`src/rtl/collision_mixer_pkg.sv`:
```
// Shared definitions for the collision mixer slice: colour-word layout,
// hit-stretch FSM encoding, default timing parameters and the saturating
// 4-digit BCD increment used by the score counter.
package collision_mixer_pkg;

  // Colour word is {rgb[23:0], valid}
  localparam int COLOR_W   = 25;
  localparam int VALID_BIT = 0;

  localparam int DEFAULT_V_ACTIVE    = 1080;
  localparam int DEFAULT_HIT_STRETCH = 8;

  typedef enum logic [0:0] {
    ST_IDLE    = 1'b0,
    ST_STRETCH = 1'b1
  } hit_state_e;

  // Next value of a 4-digit BCD number; holds at 9999 instead of wrapping.
  function automatic logic [15:0] bcd_inc_sat(input logic [15:0] value);
    logic [15:0] result;
    logic        carry;
    result = value;
    carry  = 1'b1;
    if (value == 16'h9999) begin
      result = value;
    end else begin
      for (int d = 0; d < 4; d++) begin
        if (carry) begin
          if (result[4*d +: 4] == 4'd9) begin
            result[4*d +: 4] = 4'd0;
            carry            = 1'b1;
          end else begin
            result[4*d +: 4] = result[4*d +: 4] + 4'd1;
            carry            = 1'b0;
          end
        end else begin
          carry = 1'b0;
        end
      end
    end
    return result;
  endfunction

endpackage

```
`src/rtl/bcd_counter4.sv`:
```
// 4-digit saturating BCD counter.
// Ports:
//   clock    - system clock
//   reset    - synchronous active-high reset, clears count to 0000
//   inc_i    - increment by one BCD step this clock
//   count_o  - current count, 4 BCD digits
module bcd_counter4
  import collision_mixer_pkg::*;
(
  input  logic        clock,
  input  logic        reset,
  input  logic        inc_i,
  output logic [15:0] count_o
);

  logic [15:0] count_q;
  logic [15:0] count_d;

  // Next count: step on request, otherwise hold
  always_comb begin
    count_d = count_q;
    if (inc_i) begin
      count_d = bcd_inc_sat(count_q);
    end else begin
      count_d = count_q;
    end
  end

  // Count register
  always_ff @(posedge clock) begin
    if (reset) begin
      count_q <= 16'h0000;
    end else begin
      count_q <= count_d;
    end
  end

  assign count_o = count_q;

endmodule

```
`src/rtl/collision_mixer.sv`:
```
// Sprite compositor and collision detector.
// Composites ship > bullet > enemy > background into a registered pixel,
// detects bullet/enemy and ship/enemy overlap on visible pixels, stretches
// the bullet-removal request to HIT_STRETCH clocks, keeps a BCD score and a
// sticky ship-destroyed flag, and flags vertical blanking as the update window.
// Ports:
//   clock, reset         - system clock, synchronous active-high reset
//   display_col/row      - current pixel position
//   display_enable       - active-video qualifier
//   bullet/enemy/ship_color - {rgb, valid} sprite layers
//   bg_color             - background rgb
//   pixel_out            - composited rgb, 1 clock latency
//   hit                  - bullet-removal request, HIT_STRETCH clocks wide
//   enemy_hit, ship_hit  - single-clock event pulses
//   ship_dead            - sticky ship-destroyed flag
//   score                - 4-digit BCD score
//   calc                 - high during vertical blanking
module collision_mixer
  import collision_mixer_pkg::*;
#(
  parameter int V_ACTIVE    = DEFAULT_V_ACTIVE,
  parameter int HIT_STRETCH = DEFAULT_HIT_STRETCH
) (
  input  logic               clock,
  input  logic               reset,
  input  logic [11:0]        display_col,
  input  logic [10:0]        display_row,
  input  logic               display_enable,
  input  logic [COLOR_W-1:0] bullet_color,
  input  logic [COLOR_W-1:0] enemy_color,
  input  logic [COLOR_W-1:0] ship_color,
  input  logic [23:0]        bg_color,
  output logic [23:0]        pixel_out,
  output logic               hit,
  output logic               enemy_hit,
  output logic               ship_hit,
  output logic               ship_dead,
  output logic [15:0]        score,
  output logic               calc
);

  localparam int               CNT_W    = (HIT_STRETCH > 1) ? $clog2(HIT_STRETCH) : 1;
  localparam logic [CNT_W-1:0] CNT_LOAD = CNT_W'(HIT_STRETCH - 1);
  localparam logic [CNT_W-1:0] CNT_ONE  = CNT_W'(1);
  localparam logic [CNT_W-1:0] CNT_ZERO = CNT_W'(0);
  localparam logic [10:0]      V_ROW    = 11'(V_ACTIVE);

  hit_state_e       state_q, state_d;
  logic [CNT_W-1:0] cnt_q, cnt_d;

  logic [23:0] pixel_q, pixel_d;
  logic        hit_q, hit_d;
  logic        enemy_hit_q, enemy_hit_d;
  logic        ship_hit_q, ship_hit_d;
  logic        ship_dead_q, ship_dead_d;
  logic        calc_q, calc_d;
  logic        score_en_s;

  logic blank_s, eval_s, bullet_coll_s, ship_coll_s, start_s;

  // Column does not affect compositing; sprite stages already resolved position
  logic unused_col_s;
  assign unused_col_s = ^display_col;

  assign blank_s       = (display_row >= V_ROW);
  assign eval_s        = display_enable & ~blank_s;
  assign bullet_coll_s = eval_s & bullet_color[VALID_BIT] & enemy_color[VALID_BIT];
  assign ship_coll_s   = eval_s & ship_color[VALID_BIT] & enemy_color[VALID_BIT];

  // FSM state and stretch counter registers
  always_ff @(posedge clock) begin
    if (reset) begin
      state_q <= ST_IDLE;
      cnt_q   <= CNT_ZERO;
    end else begin
      state_q <= state_d;
      cnt_q   <= cnt_d;
    end
  end

  // Next state: blanking forces IDLE so hit drops as calc rises
  always_comb begin
    state_d = state_q;
    cnt_d   = cnt_q;
    if (blank_s) begin
      state_d = ST_IDLE;
      cnt_d   = CNT_ZERO;
    end else begin
      case (state_q)
        ST_IDLE: begin
          if (bullet_coll_s) begin
            state_d = ST_STRETCH;
            cnt_d   = CNT_LOAD;
          end else begin
            state_d = ST_IDLE;
          end
        end
        ST_STRETCH: begin
          if (cnt_q == CNT_ZERO) begin
            state_d = ST_IDLE;
          end else begin
            cnt_d = cnt_q - CNT_ONE;
          end
        end
        default: begin
          state_d = ST_IDLE;
          cnt_d   = CNT_ZERO;
        end
      endcase
    end
  end

  // Output decode; a bullet collision scores only with a live ship that
  // is not being hit on the same pixel
  always_comb begin
    start_s     = (state_q == ST_IDLE) & bullet_coll_s;
    hit_d       = (state_d == ST_STRETCH);
    score_en_s  = start_s & ~ship_dead_q & ~ship_coll_s;
    enemy_hit_d = score_en_s;
    ship_hit_d  = ship_coll_s & ~ship_dead_q;
    ship_dead_d = ship_dead_q | ship_coll_s;
    calc_d      = blank_s;
    if (!eval_s) begin
      pixel_d = 24'h000000;
    end else if (ship_color[VALID_BIT]) begin
      pixel_d = ship_color[COLOR_W-1:1];
    end else if (bullet_color[VALID_BIT]) begin
      pixel_d = bullet_color[COLOR_W-1:1];
    end else if (enemy_color[VALID_BIT]) begin
      pixel_d = enemy_color[COLOR_W-1:1];
    end else begin
      pixel_d = bg_color;
    end
  end

  // Registered outputs
  always_ff @(posedge clock) begin
    if (reset) begin
      pixel_q     <= 24'h000000;
      hit_q       <= 1'b0;
      enemy_hit_q <= 1'b0;
      ship_hit_q  <= 1'b0;
      ship_dead_q <= 1'b0;
      calc_q      <= 1'b0;
    end else begin
      pixel_q     <= pixel_d;
      hit_q       <= hit_d;
      enemy_hit_q <= enemy_hit_d;
      ship_hit_q  <= ship_hit_d;
      ship_dead_q <= ship_dead_d;
      calc_q      <= calc_d;
    end
  end

  bcd_counter4 u_score (
    .clock   (clock),
    .reset   (reset),
    .inc_i   (score_en_s),
    .count_o (score)
  );

  assign pixel_out = pixel_q;
  assign hit       = hit_q;
  assign enemy_hit = enemy_hit_q;
  assign ship_hit  = ship_hit_q;
  assign ship_dead = ship_dead_q;
  assign calc      = calc_q;

endmodule

```
`config.mk`:
```
export PLATFORM = sky130hd
export DESIGN_NAME = collision_mixer
export DESIGN_NICKNAME = d
export VERILOG_FILES = /design/src/rtl/collision_mixer_pkg.sv /design/src/rtl/bcd_counter4.sv /design/src/rtl/collision_mixer.sv
export SDC_FILE = /design/constraint.sdc
export NUM_CORES = 1
export LEC_CHECK = 0
export BUFFER_PORTS_ARGS = -buffer_cell sky130_fd_sc_hd__buf_2
export CAP_MARGIN = 10
export CORE_MARGIN = 3
export CORE_UTILIZATION = 38
export CTS_CLUSTER_DIAMETER = 60
export DETAILED_ROUTE_END_ITERATION = 8
export GPL_TIMING_DRIVEN = 0
export PLACE_DENSITY = 0.83
export SYNTH_ARGS = -nofsm -noshare
export SYNTH_HDL_FRONTEND = slang
export SYNTH_SLANG_ARGS = --single-unit
```
`constraint.sdc`:
```
create_clock -name clock -period 2 [get_ports clock]
set_input_delay 0.4 -clock clock [delete_from_list [all_inputs] [get_ports clock]]
set_output_delay 0.4 -clock clock [all_outputs]
set_load 0.05 [all_outputs]
```
==> After elaboration in Yosys (flattened, before gate mapping) <==
Index checks and enable logic that the tools add are counted.
Widths: inputs -> output; s select.
{ "totals": {"out_inout_bits": 45, "in_bits": 125, "register_bits": 48} }
{ "classes": {"n_addsub": 5, "muxes": 24, "bitwise_logic": 16, "n_lt_le_gt_ge": 1, "reduce_logical": 8, "eq_ne": 7} }
{ "op_table": {"columns": ["op", "n"], "rows": [
  ["$mux 24", 3],
  ["$add 4x1->4 const B", 4],
  ["$eq 16x16->1 const B", 1],
  ["$eq 4x4->1 const B", 4],
  ["$mux 4", 4],
  ["$mux 1", 13],
  ["$ge 11x11->1 const B", 1],
  ["$and 1x1->1", 9],
  ["$reduce_and 3->1", 3],
  ["$mux 3", 2],
  ["$not 1->1", 6],
  ["$pmux 3 s2", 1],
  ["$ne 2x2->1 const B", 2],
  ["$reduce_and 2->1", 2],
  ["$reduce_or 2->1", 2],
  ["$logic_not 3->1", 1],
  ["$sub 3x1->3 const B", 1],
  ["$pmux 1 s2", 1],
  ["$or 1x1->1", 1]
]} }

==> Depth between registers and ports, before layout <==
{ "depth": {"word_depth": 16, "depth_mapped": 7, "ltp_nobuf": 6} }

==> Cells and area by module <==
From an unflattened synthesis, not the netlist that was laid out.
{ "hier_totals": {"cells_unflattened": 297, "hier_area_um2": 2578.7} }
{ "modules_own_cells": {"columns": ["mod", "seq_area_each_um2", "n_inst", "area_each_um2", "cells_each"], "rows": [
  ["collision_mixer", 640.6, 1, 1762.9, 203],
  ["bcd_counter4", 320.3, 1, 815.8, 94]
]} }

==> Worst setup path before layout <==
No wires, ideal clock.
{ "synth_path": {"path_kind": "reg2reg", "from": "register u_score.count_q[4] (netlist: u_score.count_o[4])", "to": "register u_score.count_q[8] (netlist: u_score.count_o[8])", "setup_slack_ns": -0.125, "t_required_ns": 1.879, "t_arrival_ns": 2.004, "path_stages_with_launch": 6, "path_cell_list": "dfxtp_1 > nor4bb_1 > nand4_1 > o211ai_4 > nor4_1 > mux2_2"} }
{ "synth_between": {"elab_chain_cells": 6, "word_cells_on_any_way": 8, "classes_between": "2 x eq/ne; 4 x mux; 1 x bitwise; 1 x reduce/logical"} }
{ "synth_lines": {"columns": ["item", "line_no", "text"], "rows": [
  ["from (decl)", "bcd_counter4.sv:16", "logic [15:0] count_q;"],
  ["from (signal assigned)", "bcd_counter4.sv:34", "count_q <= count_d;"],
  ["$eq 4x4->1", "collision_mixer_pkg.sv:29", "if (result[4*d +: 4] == 4'd9) begin"],
  ["$mux 1", "collision_mixer_pkg.sv:29", null],
  ["$mux 1", "collision_mixer_pkg.sv:28", "if (carry) begin"],
  ["$mux 1", "collision_mixer_pkg.sv:24", "if (value == 16'h9999) begin"],
  ["$mux 1", "bcd_counter4.sv:22", "if (inc_i) begin"],
  ["$reduce_and 3->1 (no source line) *", null, null]
]} }
Every way passes the cells marked *; elsewhere a longest branch is shown, timed or not. The select of a mux whose other input is x is not followed.
A chain may end at the register's enable or synchronous reset.

==> Worst setup path after layout <==
{ "layout_path": {"from": "input display_row[7]", "to": "register u_score.count_q[4] (netlist: u_score.count_o[4])"} }
{ "layout_between": {"elab_chain_cells": 9, "word_cells_on_any_way": 12, "classes_between": "1 x order compare; 10 x bitwise; 1 x reduce/logical"} }
{ "layout_lines": {"columns": ["item", "line_no", "text"], "rows": [
  ["from (decl)", "collision_mixer.sv:27", "input logic [10:0] display_row,"],
  ["$ge 11x11->1 *", "collision_mixer.sv:65", "assign blank_s = (display_row >= V_ROW);"],
  ["$not 1->1 *", "collision_mixer.sv:66", "assign eval_s = display_enable & ~blank_s;"],
  ["$and 1x1->1 *", "collision_mixer.sv:66", null],
  ["$and 1x1->1 (2 in series)", "collision_mixer.sv:67", "assign bullet_coll_s = eval_s & bullet_color[VALID_BIT] & enemy_color[VALID_BIT];"],
  ["$and 1x1->1", "collision_mixer.sv:116", "start_s = (state_q == ST_IDLE) & bullet_coll_s;"],
  ["$and 1x1->1", "collision_mixer.sv:118", "score_en_s = start_s & ~ship_dead_q & ~ship_coll_s;"],
  ["$and 1x1->1 *", "collision_mixer.sv:118", null],
  ["$reduce_and 3->1 (no source line) *", null, null]
]} }
Every way passes the cells marked *; elsewhere a longest branch is shown, timed or not.

==> results.sh <==
export IMPL_ir_worst_vdd_mv=0.2513
export IMPL_portBuffers=152
export IMPL_rsz0062_at_grt="true"
export IMPL_startpoint="display_row[7]"
export IMPL_ys_seq_elements=48
export IMPL_final_cells=539
export IMPL_vias=2699
export IMPL_start_kind="input port"
export IMPL_layout_min_cycle_time_ns=1.971
export IMPL_critPathRequiredTime_ns=2.22
export IMPL_synthTopCellsByArea="dfxtp_1, mux2i_1, o21ai_0"
export IMPL_synthFlopType="dfxtp_1"
export IMPL_drive_gt1_share_pct=37.45
export IMPL_vias_per_cell=5.007
export IMPL_status="complete, no violations"
export IMPL_antenna_found_initial=0
export IMPL_nets=588
export IMPL_wire_per_inst_um=14.95
export IMPL_gp_congestion=0.8461
export IMPL_crit_type="in -> reg"
export IMPL_worstReg2RegStart="hit$_SDFF_PP0_"
export IMPL_fmax_mhz=507.3
export IMPL_cts_buffer_depth=2
export IMPL_synth_fp_nets=427
export IMPL_post_route_period_util_pct=98.57
export IMPL_placed_cells=529
export IMPL_rrSetupSlack_ns=0.11
export IMPL_area_growth_syn_to_layout_pct=39.36
export IMPL_first_pass_iters=4
export IMPL_fill_cells=570
export IMPL_hp_class="in -> reg"
export IMPL_cts_made_buffers=5
export IMPL_crit_arrival_ns=2.19
export IMPL_ys_seq_area_share_pct=37.93
export IMPL_tritoncts="done"
export IMPL_final_core_util_pct=54.98
export IMPL_clk_latency_ns=0.29
export IMPL_finalPower_mw=1.976
export IMPL_ant_nets=0
export IMPL_grt_pass1_wl_um=11820
export IMPL_drt_iter0_drc=83
export IMPL_cts_max_level=2
export IMPL_finalHoldViolCount=0
export IMPL_worst_setup_path_end_kind="register"
export IMPL_cts_root_buf="clkbuf_8"
export IMPL_multi_input_area_mm2=0.001500
export IMPL_worst_pin_slew_ns=0.7597
export IMPL_grt_max_degree=14
export IMPL_yosys_area_top_type="dfxtp_1"
export IMPL_drv_cap=0
export IMPL_fin_skew_ns=0.008819
export IMPL_p_per_area_mw_per_mm2=559.7
export IMPL_core_area_mm2=0.006422
export IMPL_synth_common_cells="mux2i_1, dfxtp_1, nor2_1"
export IMPL_initial_core_util_pct=39.45
export IMPL_drcViolationCount=0
export IMPL_num_rows=29
export IMPL_yosysMostFrequentCell="mux2i_1"
export IMPL_wl_um=8058
export IMPL_min_from="ship_color[6]"
export IMPL_ys_warn_count=0
export IMPL_cts_hold_buf=0
export IMPL_p_leak_nw=1.745
export IMPL_synth_avg_cell_area_um2=8.446
export IMPL_relSlewSlack_pct=49.35
export IMPL_final_seq_area_um2=963.4
export IMPL_synth_edf_count=0
export IMPL_clk_pin_slew_ns=0.09
export IMPL_grt_usage_pct=19.62
export IMPL_synth_cells=300
export IMPL_finalSetupViolCount=0
export IMPL_grt_overflow=0
export IMPL_diodes=0
export IMPL_path_max_fanout=7
export IMPL_dieArea_mm2=0.007683
export IMPL_ios=170
export IMPL_hpwl_um=6535
export IMPL_fp_dieH_um=87.66
export IMPL_synth_top_area_share_pct=37.93
export IMPL_cts_sinks=48
export IMPL_slew_violations=0
export IMPL_grt_pass1_vias=2564
export IMPL_synth_cell_types=41
export IMPL_async_flop_share_pct=0
export IMPL_die_width_um=87.66
export IMPL_netlist_area_mm2=0.002534
==> critical path, cell delays in order <==
cell and delay (ns):
buf_2 0.10, or4_4 0.55, a211oi_4 0.34, o211ai_4 0.18, or4b_1 0.49, a21oi_1 0.13
==> final timing paths <==
path / end / depth (start not counted)
max: u_score.count_o[4]$_SDFFE_PP0P_ / 6
min: pixel_out[5]$_SDFF_PP0_ / 3
max reg2reg: u_score.count_o[4]$_SDFFE_PP0P_ / 5
min reg2reg: u_score.count_o[4]$_SDFFE_PP0P_ / 2
==> through the flow <==
step | setup TNS, ns | hold slack [ns] | instance area (um2) | setup slack, ns
3_3_place_gp | -7.679 | 0.4712 | 3400 | -0.3552
4_1_cts | 0 | 0.3386 | 3516 | 0.01036
3_5_place_dp | -8.942 | 0.4874 | 3400 | -0.3971
5_1_grt | -0.04594 | 0.3432 | 3531 | -0.04594
6_report | 0 | 0.3452 | 3531 | 0.02860
2_1_floorplan | -0.01920 | 0.4723 | 2542 | -0.01920
==> final cells by class <==
type                    instances  area share, %
clock buffers                   8          2.551
multi-input cells             225          42.49
well taps                      77          2.729
plain buffers                  16          1.807
inverters                      11          1.169
repair buffers                154          21.97
flip-flops and latches         48          27.29
==> where the power goes <==
part	switching, mW	leakage (nW)	internal [mW]	total [mW]
clock network	0.310	0.0455	0.283	0.593
logic	0.230	1.31	0.170	0.401
registers	0.00733	0.390	0.975	0.982
total	0.548	1.75	1.43	1.98
==> state kept, by name (all words and copies together) (netlist names) <==
register and flops:
u_score.count_o 16, pixel_out 24, ship_hit 1, cnt_q 3
ship_dead 1, hit 1, enemy_hit 1, calc 1
==> layer usage <==
metal	share of wire, %	track usage (%)	routed length, um
met1	37	20.51	3021
met2	53	38.56	4243
met3	8.1	4.045	649
met4	1.8	6.137	143
met5	0	0	0
==> layout by cell type, fill, tap and decap left out, drive strengths merged, types with 6 or more instances in the layout <==
master / netlist / layout
inv: 11 / 11
o21ai: 29 / 29
clkbuf: 12 / 20
nor2b: 7 / 7
mux2i: 50 / 50
nand2: 33 / 33
buf: 4 / 158
dfxtp: 48 / 48
nor2: 38 / 38
a21oi: 12 / 12
nor4: 6 / 6
==> timing repair <==
item | CTS | global route
endpoints found under the setup margin | 5 | 29
buffers inserted | 0 | 2
pin swaps | 2 | 2
resized for setup | 5 | 0
==> kinds of logic (layout without fill, tap and decap cells) <==
| logic type | count (synthesis) | after routing | share of synthesized area (%) |
|---|---|---|---|
| AOI/OAI and AO/OA | 52 | 52 | 12.59 |
| xor gates and xnor gates | 6 | 6 | 2.074 |
| adders and majority gates | 2 | 2 | 0.9875 |
| buffers and inverters | 27 | 189 | 4.099 |
| DFF | 48 | 48 | 37.93 |
| muxes | 51 | 51 | 20.20 |
| and+or+nand+nor | 114 | 114 | 22.12 |
(Power assumes the default switching activity.)
